### src/rtl/signed_seq_mul.sv
// Multi-cycle two's-complement signed multiplier using radix-2 Booth recoding.
// One multiplier bit retires per clock; start/busy/done handshake.
module signed_seq_mul #(
  parameter int WIDTH = 8
) (
  input  logic                 clk,
  input  logic                 rst_n,
  input  logic                 start,
  input  logic [WIDTH-1:0]     a,
  input  logic [WIDTH-1:0]     b,
  output logic                 busy,
  output logic                 done,
  output logic [2*WIDTH-1:0]   product
);

  localparam int CW = $clog2(WIDTH + 1);

  typedef enum logic {
    IDLE,
    RUN
  } state_t;

  state_t           state, state_nx;
  logic [WIDTH-1:0] mcand;
  logic [WIDTH-1:0] q;
  logic [WIDTH:0]   acc;
  logic             q_m1;
  logic [CW-1:0]    count;

  logic [WIDTH:0]   a_ext;
  logic [WIDTH:0]   sum;
  logic             last;

  // One guard bit on the accumulator keeps (-2^(W-1))^2 exact.
  always_comb begin
    a_ext = {mcand[WIDTH-1], mcand};
    sum   = acc;
    case ({q[0], q_m1})
      2'b01:   sum = acc + a_ext;
      2'b10:   sum = acc - a_ext;
      default: sum = acc;
    endcase
  end

  assign last = (count == CW'(WIDTH - 1));
  assign busy = (state == RUN);

  always_comb begin
    state_nx = state;
    case (state)
      IDLE:    if (start) state_nx = RUN;
      RUN:     if (last)  state_nx = IDLE;
      default: state_nx = IDLE;
    endcase
  end

  always_ff @(posedge clk or negedge rst_n) begin
    if (!rst_n) state <= IDLE;
    else        state <= state_nx;
  end

  always_ff @(posedge clk or negedge rst_n) begin
    if (!rst_n) begin
      mcand   <= '0;
      q       <= '0;
      acc     <= '0;
      q_m1    <= 1'b0;
      count   <= '0;
      done    <= 1'b0;
      product <= '0;
    end else begin
      done <= 1'b0;
      case (state)
        IDLE: begin
          if (start) begin
            mcand <= a;
            q     <= b;
            acc   <= '0;
            q_m1  <= 1'b0;
            count <= '0;
          end
        end
        RUN: begin
          // Arithmetic right shift of {sum, q, q_m1} by one.
          acc   <= {sum[WIDTH], sum[WIDTH:1]};
          q     <= {sum[0], q[WIDTH-1:1]};
          q_m1  <= q[0];
          count <= count + 1'b1;
          if (last) begin
            // Low 2*WIDTH bits of the shifted {acc, q}.
            product <= {sum, q[WIDTH-1:1]};
            done    <= 1'b1;
          end
        end
        default: ;
      endcase
    end
  end

endmodule

### config.mk
export PLATFORM = sky130hd
export DESIGN_NAME = signed_seq_mul
export DESIGN_NICKNAME = d
export VERILOG_FILES = /design/src/rtl/signed_seq_mul.sv
export SDC_FILE = /design/constraint.sdc
export NUM_CORES = 1
export LEC_CHECK = 0
export ABC_CLOCK_PERIOD_IN_PS = 2500
export BUFFER_PORTS_ARGS = -buffer_cell sky130_fd_sc_hd__buf_2
export CAP_MARGIN = 20
export CORE_UTILIZATION = 35
export CTS_CLUSTER_SIZE = 30
export DETAILED_ROUTE_END_ITERATION = 6
export PLACE_DENSITY = 0.61
export REMOVE_ABC_BUFFERS = 1
export SLEW_MARGIN = 5
export SYNTH_ARGS = -nofsm -noshare
export SYNTH_HDL_FRONTEND = slang
export SYNTH_SLANG_ARGS = --single-unit
### constraint.sdc
create_clock -name clk -period 2.5 [get_ports clk]
set_input_delay 0.125 -clock clk [delete_from_list [all_inputs] [get_ports clk]]
set_output_delay 0.125 -clock clk [all_outputs]
set_load 0.05 [all_outputs]
==> metrics, run 1 <==
status finished, violations left; failing checks negative setup slack; # port buffers 36; first-pass GRT wire length 9110 um; total CTS buffers 5; CTS H-tree lvls 2; Avg Cell Area, Syn 9.80 sq um; R2R depth 12; register area share after synthesis 47.4%; critical path arrival 2.77 ns; wire length per cell 12.8 um; worst setup path class reg -> reg; R2R Setup Slk -0.07 ns; crit-path max FO 7; Rows 30; chip width 86.2 um; Slew HR 64.0%; Hold Startpoint a[1]; Avg Vias per Cell 4.78; Pre-antenna DRT Iters 4; DIE AREA 7430 sq um; Synth Cell Area 2480 sq um; Detail Placement HPWL 3660 um; Achievable Freq 388 MHz; number of global-route vias before repair 1933; Min Clock Period, post-route 2.57 ns; HP Class in -> reg; R2R Path Start q[0]; Initial Util 36.3%; clock buffer depth 2; #FFs+latches synth 47; Synth Instances 253; Worst-Margin Slew 0.541 ns; Starting DRT DRC Count 123; final setup TNS -0.0744 ns; RSZ-0062 raised after global routing yes; Cell variety after synth 34; CP required 2.69 ns; # diodes 0; Final period util 103%; Area growth syn-to-layout 27.8%; WL final 5220 um; Final Hold Viols 0; Core Box Area 6830 sq um; CP Launch Point q[0]; die height 86.2 um; CTS tree yes; Layout Utilization 46.4%; largest net degree at the start of global routing 32; Pins Over Slew Limit 0; final antenna-violating net count 0; # fillers 682; GRT overflow 0; CTS sink count 47; Critical Path End Type flip-flop; ys async rst share 100%; # nets final 343; sequential cell area 1180 sq um; Yosys warnings 0; antenna violations before repair 0; layout cell share with drive strength beyond 1 33.2%; crit start category flip-flop; clock root buffer master clkbuf_8; Max Cap Viol 0; I/O pin count 37; Vias 1954; GRT Total Usage 15.5%; final hold slack 0.0318 ns; Post-synth EDFFs 0; gpl congestion 0.815; DRC viols 0; Setup crit end product[15]; reg2reg end product[15]; clock skew 0.0118 ns; Finish-stage setup viols 1; Worst-path clk slew 0.10 ns; Worst-Skew Late Latency 0.30 ns; Multi-input gate area 1340 sq um; setup ws final -0.0744 ns; top_reg_cell synth dfrtp_1
==> cells in the final DEF, fill, tap and decap left out, drive strengths merged, types with 6 or more instances in the layout <==
master | netlist | final
a21oi | 13 | 13
clkbuf | 7 | 6
mux2i | 13 | 13
o21ai | 22 | 22
a31oi | 7 | 7
mux2 | 10 | 10
ha | 11 | 11
buf | 4 | 62
dfrtp | 47 | 47
nor2 | 14 | 14
xnor2 | 8 | 8
inv | 9 | 9
nand2 | 45 | 45
==> cell families after synthesis <==
kind of cell / share of synthesized area, %
flip-flops: 47.4
adder cells (fa/ha/maj): 6.36
AO/OA/AOI/OAI: 13.1
multiplexers: 9.79
XOR/XNOR: 4.59
AND/OR/NAND/NOR: 15.4
buffers and inverters: 3.33
==> stage by stage <==
step                      instances  cell area, sq um  setup slack, ns
final                           409              3170          -0.0744
after CTS                       409              3150          -0.0421
after global placement          397              2900           -0.129
after floorplan                 242              2430           -0.345
after detailed placement        397              2900           -0.151
after global routing            409              3170           -0.170
==> how the worst min path moves through the flow <==
stage,to,slack [ns],cells after the start
after floorplan,acc[0],-0.17,0
after global placement,count[2],0.14,1
after detailed placement,count[2],0.15,1
after CTS,mcand[1],0.02,3
after global routing,mcand[1],0.03,3
final,mcand[1],0.03,3
==> what timing repair did <==
item	in CTS	in global routing
gates resized for setup	27	8
hold buffers	1	0
setup endpoints to repair	3	8
pin swaps	12	4
gates cloned	0	0
buffers inserted	3	0
hold endpoints to repair	23	0
==> per-layer routing <==
| layer | part of all wire, % | routed length (um) | track usage (%) |
|---|---|---|---|
| met3 | 2.2 | 116 | 2.57 |
| met5 | 0 | 0 | 0 |
| met2 | 49 | 2550 | 25.9 |
| met4 | 0.92 | 48 | 4.09 |
| met1 | 48 | 2510 | 20.9 |
==> cells in the mapped netlist, types with 4 or more instances <==
cell type,count,area (sq um)
a21oi_1,13,65.1
mux2_2,10,113
o21ai_0,21,105
xor2_1,5,43.8
dfrtp_1,47,1180
inv_1,9,33.8
nor2_1,12,45.0
nand2_1,45,169
a31oi_1,7,43.8
ha_1,11,138
nor2b_1,4,25.0
mux2i_1,13,130
xnor2_1,8,70.1
nand2b_1,5,31.3
clkbuf_1,7,26.3
==> critical path, cell delays in order (launching register included) <==
cell and delay (ns):
dfrtp_1 0.42, ha_4 0.18, buf_8 0.14, a21oi_2 0.13
xnor2_1 0.13, ha_1 0.27, buf_4 0.15, nand3_2 0.06
a211oi_2 0.04, or3_1 0.38, a21o_1 0.17, xnor2_1 0.13
mux2_2 0.27
==> layout make-up <==
type | instances | area share, %
inverters | 9 | 1.07
multi-input cells | 186 | 42.4
flip-flops and latches | 47 | 37.1
clock buffers | 6 | 2.61
clock inverters | 2 | 0.513
well taps | 96 | 3.79
repair buffers | 63 | 12.5
==> sequential cells by signal (all words and copies together) (netlist names) <==
register / count
acc: 8
busy: 1
count: 4
done: 1
mcand: 8
product: 16
q: 8
q_m1: 1
Power of run 1 is left out: the tool's default activity adds up to more than one toggle a clock period on the data nets, which glitch-free logic cannot reach.
==> run 2, diff against run 1 <==
Settings changed: CORE_ASPECT_RATIO from default to 0.9, CORE_MARGIN from default to 4, MAX_ROUTING_LAYER from default to met4.
==> run 2 against run 1 <==
- the flow still finishes with violations (negative setup slack)
- routed wire length rose by 7.0%
- sequential share of layout area shrank 0.25 points
- final cell count is 0.98% lower
- final area up 0.67%
- count of clock-buffer cells in the layout stayed put
- largest cell class unchanged
- highest routed layer unchanged
==> metrics, run 2 (synthesis gave the netlist of run 1 again) <==
Critical Path End Type flip-flop (unchanged); GRT overflow 0 (unchanged); CP required 2.69 ns (about the same); total CTS buffers 5 (unchanged); wire length per cell 13.8 um (was 12.8 um); Achievable Freq 384 MHz (was 388 MHz); Min Clock Period, post-route 2.60 ns (was 2.57 ns); Worst-Skew Late Latency 0.30 ns (about the same); layout cell share with drive strength beyond 1 34.3% (was 33.2%); RSZ-0062 raised after global routing yes (unchanged); CTS H-tree lvls 2 (unchanged); Pins Over Slew Limit 0 (unchanged); Pre-antenna DRT Iters 4 (unchanged); Reg with most FFs product (unchanged); Max Cap Viol 0 (unchanged); crit-path max FO 2 (was 7); Slew HR 64.4% (was 64.0%); Avg Vias per Cell 4.83 (was 4.78); Detail Placement HPWL 3790 um (was 3660 um); Worst-path clk slew 0.10 ns (about the same); status finished, violations left (unchanged); antenna violations before repair 0 (unchanged); HP Class in -> reg (unchanged); clock root buffer master clkbuf_8 (unchanged); CTS sink count 47 (unchanged); Area growth syn-to-layout 28.7% (was 27.8%); Final Hold Viols 0 (unchanged); gpl congestion 0.766 (was 0.815); Worst-Margin Slew 0.535 ns (was 0.541 ns); chip width 96.7 um (was 86.2 um); Starting DRT DRC Count 102 (was 123); setup ws final -0.103 ns (was -0.0744 ns); WL final 5590 um (was 5220 um); CTS tree yes (unchanged); largest net degree at the start of global routing 29 (was 32); # port buffers 36 (unchanged); critical path arrival 2.79 ns (was 2.77 ns); clock buffer depth 2 (unchanged); DIE AREA 8500 sq um (was 7430 sq um); Final period util 104% (was 103%); Finish-stage setup viols 2 (was 1); max reg flops 16 (unchanged); failing checks negative setup slack (unchanged); I/O pin count 37 (unchanged); Final Cell Area 3190 sq um (was 3170 sq um); Placement Cell Area 2890 sq um (was 2900 sq um); clock skew 0.0102 ns (was 0.0118 ns); # nets final 345 (was 343); Rows 28 (was 30); most common cell after layout, fill and taps aside dfrtp_1 (unchanged); commonest non-fill, non-tap cells in the layout dfrtp_1, nand2_1, buf_2, buf_4, o21ai_0 (unchanged); # diodes 0 (unchanged); die height 87.9 um (was 86.2 um); final antenna-violating net count 0 (unchanged); DRC viols 0 (unchanged); number of global-route vias before repair 1967 (was 1933); Vias 1955 (was 1954); first-pass GRT wire length 9550 um (was 9110 um); GRT Total Usage 14.3% (was 15.5%); Initial Util 36.9% (was 36.3%); Core Box Area 6730 sq um (was 6830 sq um); crit start category flip-flop (unchanged); pre-CTS setup slack -0.176 ns (was -0.151 ns); worst setup path class reg -> reg (unchanged)
[run 2: area by class of cell]
class | instances | area, sq um
multi-input combinational | 186 | 1360
clock inverter | 2 | 16.3
inverter | 9 | 33.8
tap | 90 | 113
clock buffer | 6 | 82.6
fill | 671 | 3540
sequential | 47 | 1180
timing repair buffer | 65 | 408
[run 2: path summary, 6_finish.rpt]
kind,slack [ns],depth (start not counted),to,from
max reg2reg,-0.10,10,product[15],q[0]
min in group asynchronous,0.34,2,product[14],rst_n
min,0.03,3,mcand[1],a[1]
max in group asynchronous,1.42,3,mcand[2],rst_n
min reg2reg,0.48,2,product[2],product[2]
max,-0.10,10,product[15],q[0]
[run 2: critical path, stage by stage, from the launching register on]
cell and delay (ns):
dfrtp_1 0.42, ha_4 0.18, buf_4 0.13, mux2_4 0.31
fa_2 0.34, nand2b_4 0.16, a211oi_2 0.28, o21ai_1 0.09
a21o_1 0.19, xnor2_1 0.13, mux2_2 0.26
[run 2: timing repair]
item / 4_1_cts / 5_1_grt
setup buffers: 2 / 4
resized for setup: 25 / 11
hold buffers: 1 / 0
endpoints found under the hold margin: 22 / 0
setup endpoints to repair: 4 / 8
pin swaps: 18 / 9
[run 2: per-stage QoR]
| step | cells | utilization, % | hold WS [ns] | setup TNS [ns] |
|---|---|---|---|---|
| 2_1_floorplan | 242 | - | -0.171 | -1.53 |
| 3_3_place_gp | 390 | 43.0 | 0.143 | -0.189 |
| 3_5_place_dp | 390 | 43.0 | 0.141 | -0.254 |
| 4_1_cts | 401 | 46.3 | 0.0271 | -0.0625 |
| 5_1_grt | 405 | 47.4 | 0.0521 | -0.614 |
| 6_report | 405 | 47.4 | 0.0327 | -0.117 |
[run 2: per-layer routing]
layer | wire [um] | up-vias | global-route usage [%] | part of all wire (%)
li1 | - | 999 | - | -
met1 | 2780 | 919 | 18.7 | 50
met2 | 2630 | 33 | 22.7 | 47
met3 | 127 | 4 | 2.47 | 2.3
met4 | 55 | 0 | 4.59 | 0.98
met5 | 0 | - | - | 0
Power of run 2 is left out for the same reason.
==> run 3, diff against run 2 <==
Settings changed: PLACE_DENSITY 0.61 to 0.64.
==> run 3 against run 2 <==
- the run still ends with negative setup slack left
- clock skew is 0.0021 ns lower
- die area stayed put
- largest cell class unchanged
- critical path depth is 1 higher
- fmax is 0.73% higher
- hold slack better by 0.0011 ns
- worst setup slack better by 0.019 ns
- highest routed layer unchanged
- routed wire length is 2.5% higher
==> metrics, run 3 (synthesis gave the netlist of run 1 again) <==
Final Hold Viols 0 (unchanged); # port buffers 36 (unchanged); clock root buffer master clkbuf_8 (unchanged); R2R Setup Slk -0.08 ns (was -0.10 ns); setup ws final -0.0845 ns (was -0.103 ns); # diodes 0 (unchanged); total CTS buffers 5 (unchanged); status finished, violations left (unchanged); CTS tree yes (unchanged); clock skew 0.00812 ns (was 0.0102 ns); Vias 1999 (was 1955); Layout Utilization 47.7% (was 47.4%); Worst-Margin Slew 0.582 ns (was 0.535 ns); crit start category flip-flop (unchanged); Reg with most FFs product (unchanged); final antenna-violating net count 0 (unchanged); CP required 2.69 ns (about the same); largest net degree at the start of global routing 28 (was 29); Area growth syn-to-layout 29.5% (was 28.7%); Achievable Freq 387 MHz (was 384 MHz); GRT overflow 0 (unchanged); I/O pin count 37 (unchanged); die height 87.9 um (unchanged); CTS sink count 47 (unchanged); Rows 28 (unchanged); CTS H-tree lvls 2 (unchanged); RSZ-0062 raised after global routing yes (unchanged); DRC viols 0 (unchanged); gpl congestion 0.823 (was 0.766); Initial Util 36.9% (unchanged); first-pass GRT wire length 9540 um (was 9550 um); GRT Total Usage 14.3% (about the same); clock buffer depth 2 (unchanged); Min Clock Period, post-route 2.58 ns (was 2.60 ns); Core Box Area 6730 sq um (unchanged); Worst-Skew Late Latency 0.31 ns (was 0.30 ns); wire length per cell 14.2 um (was 13.8 um); antenna violations before repair 0 (unchanged); Final period util 103% (was 104%); failing checks negative setup slack (unchanged); commonest non-fill, non-tap cells in the layout dfrtp_1, nand2_1, buf_2, buf_4, o21ai_0 (unchanged); max reg flops 16 (unchanged); Starting DRT DRC Count 144 (was 102); Max Cap Viol 0 (unchanged); layout cell share with drive strength beyond 1 34.1% (was 34.3%); Worst-path clk slew 0.09 ns (was 0.10 ns); most common cell after layout, fill and taps aside dfrtp_1 (unchanged); worst setup path class reg -> reg (unchanged); crit-path max FO 7 (was 2); DIE AREA 8500 sq um (unchanged); Finish-stage setup viols 3 (was 2); # nets final 344 (was 345); Critical Path End Type flip-flop (unchanged); Pre-antenna DRT Iters 4 (unchanged); critical path arrival 2.78 ns (was 2.79 ns); Pins Over Slew Limit 0 (unchanged); HP Class in -> reg (unchanged); number of global-route vias before repair 1965 (was 1967); Slew HR 61.2% (was 64.4%); chip width 96.7 um (unchanged); Avg Vias per Cell 4.95 (was 4.83); Detail Placement HPWL 3870 um (was 3790 um); WL final 5730 um (was 5590 um)
==> run 3: layer usage <==
metal / wire (um) / track usage, %
met1: 2750 / 18.3
met3: 119 / 2.95
met5: 0 / -
met4: 80 / 4.72
met2: 2780 / 22.9
==> run 3: critical path, cell delays in order, from the launching register on <==
cell      delay, ns
dfrtp_1        0.42
ha_4           0.19
buf_8          0.14
a21oi_1        0.19
xnor2_1        0.16
ha_1           0.28
o21ai_2        0.08
a211oi_2       0.07
or3_1          0.35
a21o_1         0.17
xnor2_1        0.13
mux2_4         0.26
==> run 3: timing repair <==
| action | 4_1_cts | 5_1_grt |
|---|---|---|
| setup buffers | 4 | 1 |
| hold buffers | 1 | 0 |
| gates cloned | 0 | 0 |
| pin swaps | 14 | 16 |
| resized for setup | 25 | 14 |
| hold endpoints to repair | 20 | 0 |
| endpoints found under the setup margin | 4 | 7 |
==> run 3: layout make-up <==
type                       instances  area [sq um]
clock inverter                     2          16.3
sequential                        47          1180
multi-input combinational        186          1390
tap                               90           113
timing repair buffer              64           404
inverter                           9          33.8
clock buffer                       6          82.6
fill                             617          3510
==> run 3: metrics by stage <==
stage               TNS (ns)  std cells  setup WS (ns)  hold slack [ns]  cell area [sq um]
detailed placement    -0.226        390         -0.159            0.108               2890
CTS                  -0.0462        403        -0.0462           0.0230               3130
floorplan              -1.53        242         -0.345           -0.171               2430
global placement      -0.165        390         -0.126            0.109               2890
global route          -0.921        404         -0.238           0.0439               3210
finish                -0.108        404        -0.0845           0.0338               3210
==> run 3: worst paths after layout <==
path                       depth (start not counted)        start           to
max                                               11         q[0]  product[15]
min                                                3         a[0]     mcand[0]
max reg2reg                                       11         q[0]  product[15]
min reg2reg                                        2  product[11]  product[11]
max in group asynchronous                          3        rst_n     mcand[2]
min in group asynchronous                          2        rst_n  product[14]
Power of run 3 is left out for the same reason.
